[config.mk]
export PLATFORM = sky130hd
export DESIGN_NAME = lcd_hd44780_seq_flat
export DESIGN_NICKNAME = d
export VERILOG_FILES = /design/src/rtl/lcd_pkg.sv /design/src/rtl/lcd_hd44780_seq_if.sv /design/src/rtl/lcd_nibble_tx.sv /design/src/rtl/lcd_hd44780_seq.sv /design/src/flat_wrapper.sv
export SDC_FILE = /design/constraint.sdc
export NUM_CORES = 1
export LEC_CHECK = 0
export BUFFER_PORTS_ARGS = -buffer_cell sky130_fd_sc_hd__buf_2
export CORE_MARGIN = 3
export CORE_UTILIZATION = 35
export DETAILED_ROUTE_END_ITERATION = 16
export PLACE_DENSITY = 0.61
export SLEW_MARGIN = 0
export SYNTH_ARGS = -nofsm -noshare
export SYNTH_HDL_FRONTEND = slang
export SYNTH_SLANG_ARGS = --single-unit
export TNS_END_PERCENT = 5
[constraint.sdc]
create_clock -name clk -period 6.9 [get_ports clk]
set_clock_uncertainty 0.15 [all_clocks]
set_input_delay 0.345 -clock clk [delete_from_list [all_inputs] [get_ports clk]]
set_output_delay 0.345 -clock clk [all_outputs]
set_load 0.005 [all_outputs]
[src/rtl/lcd_pkg.sv]
// Shared constants for the HD44780 4-bit sequencer: state codes, default
// 200 MHz timing, the power-on init program and the slow-opcode set.
package lcd_pkg;

  localparam int unsigned DEF_T_PWR   = 3_000_000;
  localparam int unsigned DEF_T_INIT1 = 820_000;
  localparam int unsigned DEF_T_INIT2 = 20_000;
  localparam int unsigned DEF_T_SETUP = 10;
  localparam int unsigned DEF_T_E     = 50;
  localparam int unsigned DEF_T_NIB   = 200;
  localparam int unsigned DEF_T_CMD   = 8_000;
  localparam int unsigned DEF_T_CLR   = 328_000;

  // State codes. The nibble transmitter uses IDLE/SETUP/E_HIGH/E_LOW, the
  // sequencer uses PWR_WAIT/INIT/IDLE/BYTE/EXEC.
  localparam logic [2:0] S_PWR_WAIT = 3'd0;
  localparam logic [2:0] S_INIT     = 3'd1;
  localparam logic [2:0] S_IDLE     = 3'd2;
  localparam logic [2:0] S_SETUP    = 3'd3;
  localparam logic [2:0] S_E_HIGH   = 3'd4;
  localparam logic [2:0] S_E_LOW    = 3'd5;
  localparam logic [2:0] S_EXEC     = 3'd6;
  localparam logic [2:0] S_BYTE     = 3'd7;

  // Wait selectors attached to each init nibble (NONE = next nibble follows).
  localparam logic [2:0] W_NONE  = 3'd0;
  localparam logic [2:0] W_INIT1 = 3'd1;
  localparam logic [2:0] W_INIT2 = 3'd2;
  localparam logic [2:0] W_CMD   = 3'd3;
  localparam logic [2:0] W_CLR   = 3'd4;

  // Clear display / return home need the long execution wait.
  localparam logic [7:0] OP_CLEAR    = 8'h01;
  localparam logic [7:0] OP_HOME     = 8'h02;
  localparam logic [7:0] OP_HOME_ALT = 8'h03;

  typedef struct packed {
    logic [3:0] nib;
    logic [2:0] wsel;
  } init_step_t;

  localparam logic [3:0] INIT_LAST = 4'd11;

  // Power-on program: 3,3,3,2 wake-up nibbles, then 0x28, 0x0C, 0x06, 0x01.
  function automatic init_step_t init_step(input logic [3:0] idx);
    init_step_t s;
    case (idx)
      4'd0:    s = {4'h3, W_INIT1};
      4'd1:    s = {4'h3, W_INIT2};
      4'd2:    s = {4'h3, W_CMD};
      4'd3:    s = {4'h2, W_CMD};
      4'd4:    s = {4'h2, W_NONE};
      4'd5:    s = {4'h8, W_CMD};
      4'd6:    s = {4'h0, W_NONE};
      4'd7:    s = {4'hC, W_CMD};
      4'd8:    s = {4'h0, W_NONE};
      4'd9:    s = {4'h6, W_CMD};
      4'd10:   s = {4'h0, W_NONE};
      4'd11:   s = {4'h1, W_CLR};
      default: s = {4'h0, W_NONE};
    endcase
    return s;
  endfunction

  function automatic logic is_long_op(input logic rs, input logic [7:0] b);
    return !rs && (b == OP_CLEAR || b == OP_HOME || b == OP_HOME_ALT);
  endfunction

  function automatic int unsigned max2(input int unsigned a, input int unsigned b);
    return (a > b) ? a : b;
  endfunction

endpackage

[src/rtl/lcd_hd44780_seq_if.sv]
// Requester-side byte port of the LCD sequencer.
// Handshake: a byte on lane i transfers on a clock edge where
// req_valid[i] & req_ready[i]; once valid is raised the requester holds it
// and its rs/data stable until that edge; ready never depends on anything
// but sequencer state, the round-robin pointer and valid.
interface lcd_hd44780_seq_if;
  logic [1:0]  req_valid;
  logic [1:0]  req_rs;
  logic [15:0] req_data;
  logic [1:0]  req_ready;

  modport master (output req_valid, output req_rs, output req_data, input req_ready);
  modport slave  (input req_valid, input req_rs, input req_data, output req_ready);
endinterface

[src/rtl/lcd_nibble_tx.sv]
// One E-strobed nibble: SETUP (E=0), E_HIGH (E=1), E_LOW (E=0), with rs and
// data held for the whole nibble. A start accepted on the done cycle chains
// the next nibble without a gap.
module lcd_nibble_tx
  import lcd_pkg::*;
#(
  parameter int unsigned T_SETUP = DEF_T_SETUP,
  parameter int unsigned T_E     = DEF_T_E,
  parameter int unsigned T_NIB   = DEF_T_NIB
) (
  input  logic       clk,
  input  logic       rst,
  input  logic       start,
  input  logic       start_rs,
  input  logic [3:0] start_nib,
  output logic       e,
  output logic       rs,
  output logic [3:0] nib,
  output logic       done,
  output logic [2:0] state
);

  localparam int unsigned CW = $clog2(max2(max2(T_SETUP, T_E), T_NIB) + 1);

  logic [CW-1:0] cnt;
  logic          last;

  assign last = (cnt == CW'(1));
  assign done = (state == S_E_LOW) && last;

  // Phase counter: a loaded N keeps the phase for exactly N cycles.
  always_ff @(posedge clk or posedge rst) begin
    if (rst) begin
      state <= S_IDLE;
      cnt   <= '0;
      e     <= 1'b0;
      rs    <= 1'b0;
      nib   <= 4'h0;
    end else if (start && (state == S_IDLE || done)) begin
      state <= S_SETUP;
      cnt   <= CW'(T_SETUP);
      e     <= 1'b0;
      rs    <= start_rs;
      nib   <= start_nib;
    end else begin
      case (state)
        S_SETUP: begin
          if (last) begin
            state <= S_E_HIGH;
            cnt   <= CW'(T_E);
            e     <= 1'b1;
          end else cnt <= cnt - CW'(1);
        end
        S_E_HIGH: begin
          if (last) begin
            state <= S_E_LOW;
            cnt   <= CW'(T_NIB);
            e     <= 1'b0;
          end else cnt <= cnt - CW'(1);
        end
        S_E_LOW: begin
          if (last) state <= S_IDLE;
          else cnt <= cnt - CW'(1);
        end
        default: begin
          state <= S_IDLE;
          e     <= 1'b0;
        end
      endcase
    end
  end

endmodule

[src/rtl/lcd_hd44780_seq.sv]
// HD44780 4-bit sequencer: power-on init, then round-robin byte service of
// two requesters, each byte sent as two nibbles plus an execution wait.
module lcd_hd44780_seq
  import lcd_pkg::*;
#(
  parameter int unsigned T_PWR   = DEF_T_PWR,
  parameter int unsigned T_INIT1 = DEF_T_INIT1,
  parameter int unsigned T_INIT2 = DEF_T_INIT2,
  parameter int unsigned T_SETUP = DEF_T_SETUP,
  parameter int unsigned T_E     = DEF_T_E,
  parameter int unsigned T_NIB   = DEF_T_NIB,
  parameter int unsigned T_CMD   = DEF_T_CMD,
  parameter int unsigned T_CLR   = DEF_T_CLR
) (
  input  logic             clk,
  input  logic             rst,
  lcd_hd44780_seq_if.slave req,
  output logic [2:0]       ctrl_lcd,
  output logic [3:0]       data_lcd,
  output logic             init_done,
  output logic             busy,
  output logic [2:0]       dbg_state
);

  localparam int unsigned CW =
    $clog2(max2(max2(T_PWR, T_INIT1), max2(max2(T_INIT2, T_CMD), T_CLR)) + 1);

  logic [2:0]    state, state_n;
  logic [CW-1:0] cnt, cnt_n;
  logic [3:0]    init_idx, idx_n;
  logic          lo_phase, lo_n, done_n;
  logic          ptr, grant_vld, grant_idx, grant_rs, accept;
  logic [7:0]    byte_q, grant_byte;
  logic          rs_q;
  logic          start, start_rs, nib_done, lcd_e, lcd_rs;
  logic [3:0]    start_nib, lcd_nib;
  logic [2:0]    nib_state;
  init_step_t    step, nstep;

  function automatic logic [CW-1:0] wait_len(input logic [2:0] sel);
    case (sel)
      W_INIT1: return CW'(T_INIT1);
      W_INIT2: return CW'(T_INIT2);
      W_CLR:   return CW'(T_CLR);
      default: return CW'(T_CMD);
    endcase
  endfunction

  // Round-robin grant: the pointer holder wins, otherwise the other lane.
  always_comb begin
    grant_vld = 1'b0;
    grant_idx = ptr;
    if (req.req_valid[ptr]) begin
      grant_vld = 1'b1;
      grant_idx = ptr;
    end else if (req.req_valid[~ptr]) begin
      grant_vld = 1'b1;
      grant_idx = ~ptr;
    end
  end

  assign grant_byte    = req.req_data[{grant_idx, 3'b000} +: 8];
  assign grant_rs      = req.req_rs[grant_idx];
  assign req.req_ready = (state == S_IDLE && init_done && grant_vld) ? (2'b01 << grant_idx) : 2'b00;
  assign accept        = |(req.req_valid & req.req_ready);

  // Sequencer next state; starts are issued on the cycle the transmitter
  // frees up so phases run back to back.
  always_comb begin
    state_n   = state;
    cnt_n     = cnt;
    idx_n     = init_idx;
    lo_n      = lo_phase;
    done_n    = init_done;
    start     = 1'b0;
    start_rs  = 1'b0;
    start_nib = 4'h0;
    step      = init_step(init_idx);
    nstep     = init_step(init_idx + 4'd1);
    case (state)
      S_PWR_WAIT: begin
        if (cnt == CW'(1)) begin
          start     = 1'b1;
          start_nib = step.nib;
          state_n   = S_INIT;
        end else cnt_n = cnt - CW'(1);
      end
      S_INIT: begin
        if (nib_done) begin
          if (step.wsel == W_NONE) begin
            start     = 1'b1;
            start_nib = nstep.nib;
            idx_n     = init_idx + 4'd1;
          end else begin
            state_n = S_EXEC;
            cnt_n   = wait_len(step.wsel);
          end
        end
      end
      S_EXEC: begin
        if (cnt == CW'(1)) begin
          if (!init_done && init_idx != INIT_LAST) begin
            start     = 1'b1;
            start_nib = nstep.nib;
            idx_n     = init_idx + 4'd1;
            state_n   = S_INIT;
          end else begin
            state_n = S_IDLE;
            done_n  = 1'b1;
          end
        end else cnt_n = cnt - CW'(1);
      end
      S_IDLE: begin
        if (accept) begin
          start     = 1'b1;
          start_rs  = grant_rs;
          start_nib = grant_byte[7:4];
          lo_n      = 1'b0;
          state_n   = S_BYTE;
        end
      end
      S_BYTE: begin
        if (nib_done) begin
          if (!lo_phase) begin
            start     = 1'b1;
            start_rs  = rs_q;
            start_nib = byte_q[3:0];
            lo_n      = 1'b1;
          end else begin
            state_n = S_EXEC;
            cnt_n   = is_long_op(rs_q, byte_q) ? CW'(T_CLR) : CW'(T_CMD);
          end
        end
      end
      default: state_n = S_PWR_WAIT;
    endcase
  end

  // Sequencer registers; reset restarts the whole power-on program.
  always_ff @(posedge clk or posedge rst) begin
    if (rst) begin
      state     <= S_PWR_WAIT;
      cnt       <= CW'(T_PWR);
      init_idx  <= 4'd0;
      lo_phase  <= 1'b0;
      init_done <= 1'b0;
      ptr       <= 1'b0;
      byte_q    <= 8'h00;
      rs_q      <= 1'b0;
    end else begin
      state     <= state_n;
      cnt       <= cnt_n;
      init_idx  <= idx_n;
      lo_phase  <= lo_n;
      init_done <= done_n;
      if (accept) begin
        byte_q <= grant_byte;
        rs_q   <= grant_rs;
        ptr    <= ~grant_idx;
      end
    end
  end

  lcd_nibble_tx #(.T_SETUP(T_SETUP), .T_E(T_E), .T_NIB(T_NIB)) u_tx (
    .clk       (clk),
    .rst       (rst),
    .start     (start),
    .start_rs  (start_rs),
    .start_nib (start_nib),
    .e         (lcd_e),
    .rs        (lcd_rs),
    .nib       (lcd_nib),
    .done      (nib_done),
    .state     (nib_state)
  );

  assign ctrl_lcd  = {lcd_rs, 1'b0, lcd_e};
  assign data_lcd  = lcd_nib;
  assign busy      = (state != S_IDLE);
  assign dbg_state = (state == S_INIT || state == S_BYTE) ? nib_state : state;

endmodule
[src/flat_wrapper.sv]
// flat-port wrapper written by rule: the top's interface ports become plain ports
module lcd_hd44780_seq_flat import lcd_pkg::*;
#(
  parameter int unsigned T_PWR   = DEF_T_PWR,
  parameter int unsigned T_INIT1 = DEF_T_INIT1,
  parameter int unsigned T_INIT2 = DEF_T_INIT2,
  parameter int unsigned T_SETUP = DEF_T_SETUP,
  parameter int unsigned T_E     = DEF_T_E,
  parameter int unsigned T_NIB   = DEF_T_NIB,
  parameter int unsigned T_CMD   = DEF_T_CMD,
  parameter int unsigned T_CLR   = DEF_T_CLR
)
  (clk, rst, ctrl_lcd, data_lcd, init_done, busy, dbg_state, req_req_valid, req_req_rs, req_req_data, req_req_ready);
  lcd_hd44780_seq_if req_i ();
  input  logic clk;
  input  logic rst;
  output logic [2:0] ctrl_lcd;
  output logic [3:0] data_lcd;
  output logic init_done;
  output logic busy;
  output logic [2:0] dbg_state;
  input wire logic [$bits(req_i.req_valid)-1:0] req_req_valid;
  input wire logic [$bits(req_i.req_rs)-1:0] req_req_rs;
  input wire logic [$bits(req_i.req_data)-1:0] req_req_data;
  output wire logic [$bits(req_i.req_ready)-1:0] req_req_ready;
  assign req_i.req_valid = req_req_valid;
  assign req_i.req_rs = req_req_rs;
  assign req_i.req_data = req_req_data;
  assign req_req_ready = req_i.req_ready;
  lcd_hd44780_seq #(.T_PWR(T_PWR), .T_INIT1(T_INIT1), .T_INIT2(T_INIT2), .T_SETUP(T_SETUP), .T_E(T_E), .T_NIB(T_NIB), .T_CMD(T_CMD), .T_CLR(T_CLR)) u_core (.clk(clk), .rst(rst), .req(req_i), .ctrl_lcd(ctrl_lcd), .data_lcd(data_lcd), .init_done(init_done), .busy(busy), .dbg_state(dbg_state));
endmodule
==> flow_summary_export.csv <==
group,metric,value,unit
status,run_status,"finished clean",
logic_synthesis,synth-warning-count,0,
logic_synthesis,gate_count_of_the_mapped_netlist,479,
logic_synthesis,yosysMostFrequentCell,"o21ai_0",
die,floorplan.die.width,113.8,um
timing,min_period_over_period,53.85,%
drt,detail_route.wl_per_cell,15.81,um
critical_path,endpoint_kind,"flip-flop",
logic_synthesis,synth.cells.most_frequent,"51 x o21ai_0, 47 x dfrtp_1, 47 x nor2_1",
clock_network,numCtsBuffers,9,
logic_synthesis,synth_top_cells_by_area,"dfrtp_1 29%, dfstp_2 7.1%, o21ai_0 6.3%",
logic_synthesis,synth-seq-cells,58,
logic_synthesis,ys_dominant_reg_cell,"dfrtp_1",
power,comb_power_share,2.4,%
clock_network,ctsRootBufferMaster,"clkbuf_16",
power,swShare,23.46,%
timing,max-slew-margin-rel,31.10,%
clock_network,post_cts.resized_instances,0,
clock_network,cts-hold-fix-buffers,0,
power,internal_power,592.7,uW
critical_path,timing.critical_path.fanout_max,15,
logic_synthesis,number_of_flops_mapped_to_enable_cells_by_yosys,0,
power,power,774.4,uW
timing,timing.setup.tns,0,ps
finish,flow.area_growth_from_synthesis,12.37,%
logic_synthesis,synth_area,4066,um^2
logic_synthesis,postSynth.asyncResetShare,100.0,%
logic_synthesis,cell_taking_the_most_area_after_synthesis,"dfrtp_1",
logic_synthesis,postSynthAreaPerCell,8.489,um^2
clock_network,tritoncts,"yes",
power,power_switching,181.7,uW
grt,globalRouteOverflowTotal,0,
placed_design,place.gp.congestion,0.8860,
timing,fmax,269.1,MHz
power,sequentialPowerShare,44.0,%
logic_synthesis,synth.net_count,515,
clock_network,htree_levels,3,
critical_path,crit_arrival,3780,ps
finish,antenna_cells_inserted,0,
power,cellPowerDensity,169.5,nW/um^2
grt,first_pass_grt_wire_length,17170,um
power,irDropWorstVdd,0.1238,mV
timing,tightest_slew,1033,ps
placed_design,place_hpwl,7246,um
die,fp.dieArea,12950,um^2
drt,first_pass_iters,5,
hold_path,min-delay-path-class,"input pin to async pin",
finish,nNetsFinal,533,
grt,pin_count_of_the_biggest_net_entering_global_routing,59,
timing,final.min_clock_period,3716,ps
clock_network,cts_clock_pin_slew_for_the_worst_setup_and_hold_paths,60,ps
die,i_o_pins,36,
critical_path,cp.required,6960,ps
logic_synthesis,synth_top_area_share,28.92,%
die,site_rows,38,
drt,drt-vias-per-instance,5.662,
drt,routed-via-count,3635,
drt,detail_route.iter0.violations,155,
timing,timing.final.setup_violations,0,
power,share_clk_of_total_power,53.6,%
timing,drv_slew,0,
flow_run,maxCapViolations,0,
die,dieHeight,113.8,um
drt,drc,0,
placed_design,io_buffer_count,34,
logic_synthesis,yosys.cell_types.count,63,
die,initial_core_util,36.71,%
die,placeableCoreArea,11080,um^2
clock_network,cts.sink_count,58,
timing,rsz0062_at_grt,"false",
clock_network,post-cts-setup-buffer-count,0,
grt,first_global_vias,3512,
clock_network,cts.path.max_buffers,2,
placed_design,preCtsSetupSlack,3195,ps
clock_network,clock_latency_on_the_worst_skew_pair,330,ps
logic_synthesis,ys_seq_area_share,36.03,%
power,leakagePower,0.001951,uW
timing,finalWorstSetupSlack,3184,ps
critical_path,setup_cp_type,"flip-flop to flip-flop",
drt,post_detailed_routing_wire_length,10150,um
drt,postRouteAntennaNets,0,
finish,final_layout_size_suffix_gt1_share,16.73,%
grt,grt_antenna_before_repair,0,
critical_path,critical_path_source_type,"flip-flop",
timing,finalHoldViolations,0,
grt,groute.usage.overall,16.20,%
## cell usage in the layout, fill, tap and decap left out, drive strengths merged, types with 6 or more instances in the layout
master,count
clkinv,7
dfstp,11
nor2,47
xnor2,6
nor3,20
nor4,12
inv,17
a21oi,27
or3,12
nand3,9
nand2b,8
mux2i,14
clkbuf,9
or4,7
buf,35
ha,14
a31oi,8
dfrtp,47
o31ai,6
nand2,45
o21ai,51
nor2b,7
## metal layers
metal	track usage, %	up-vias	share of wire (%)
li1	-	1791	-
met5	0	-	0
met2	26.58	103	46
met3	3.236	9	5.3
met4	4.196	0	0.84
met1	21.98	1732	48
## final cells by class
type / instances / area, um^2
clock buffer: 9 / 225.2
sequential: 58 / 1465
fill: 1101 / 6509
timing repair buffer: 35 / 177.7
inverter: 18 / 67.56
tap: 140 / 175.2
clock inverter: 7 / 56.30
multi-input combinational: 375 / 2402
## power by group through the flow
stage,registers [uW],logic [uW],clock network [uW]
2_1_floorplan,346,10.4,0
3_3_place_gp,346,19.1,0
3_5_place_dp,346,19.5,0
4_1_cts,341,19.5,422
5_1_grt,340,21.6,441
6_report,341,18.7,415
## critical path: stages, from the launching register on
cell	delay [ps]
dfrtp_1	500
ha_1	260
or4b_2	650
nor3_2	460
a21oi_1	200
a2111oi_4	960
mux2_2	420
## through the flow
stage          area [um^2]  hold WS (ps)  utilization [%]  instances
3_3_place_gp          4288         312.8            38.71        626
6_report              4569         88.29            41.25        642
2_1_floorplan         4066         300.7                -        479
3_5_place_dp          4288         324.4            38.71        626
5_1_grt               4569         158.7            41.25        642
4_1_cts               4569         122.1            41.25        642
## worst paths after layout
kind | startpoint | to | slack (ps) | depth (start not counted)
max | u_core.u_tx.cnt[0]$_DFFE_PP0P_ | u_core.u_tx.nib[1]$_DFFE_PP0N_ | 3180 | 6
min | rst | u_core.cnt[4]$_DFFE_PP0P_ | 90 | 3
max reg2reg | u_core.u_tx.cnt[0]$_DFFE_PP0P_ | u_core.u_tx.nib[1]$_DFFE_PP0N_ | 3180 | 6
min reg2reg | u_core.ptr$_DFFE_PP0N_ | u_core.ptr$_DFFE_PP0N_ | 330 | 1
max in group asynchronous | rst | u_core.init_idx[3]$_DFFE_PP0P_ | 6010 | 3
min in group clk | req_req_data[3] | u_core.byte_q[3]$_DFFE_PP0N_ | 150 | 3
## cells by family after synthesis
| group | Yosys count | synth area share [%] |
|---|---|---|
| xor+xnor | 10 | 2.154 |
| fa+ha+maj | 15 | 4.554 |
| compound gates | 139 | 22.59 |
| mux | 18 | 4.554 |
| buf+inv | 46 | 4.892 |
| simple gates | 192 | 25.14 |
| other cells | 1 | 0.09222 |
| flops | 58 | 36.03 |
## sequential cells by signal (all words and copies together) (netlist names)
name	flops
u_core.cnt	22
u_core.u_tx.rs	1
u_core.state	3
u_core.ptr	1
u_core.byte_q	8
u_core.u_tx.e	1
u_core.u_tx.nib	4
u_core.u_tx.cnt	8
u_core.init_done	1
u_core.u_tx.state	3
u_core.lo_phase	1
u_core.init_idx	4
u_core.rs_q	1
(Power assumes the default switching activity.)
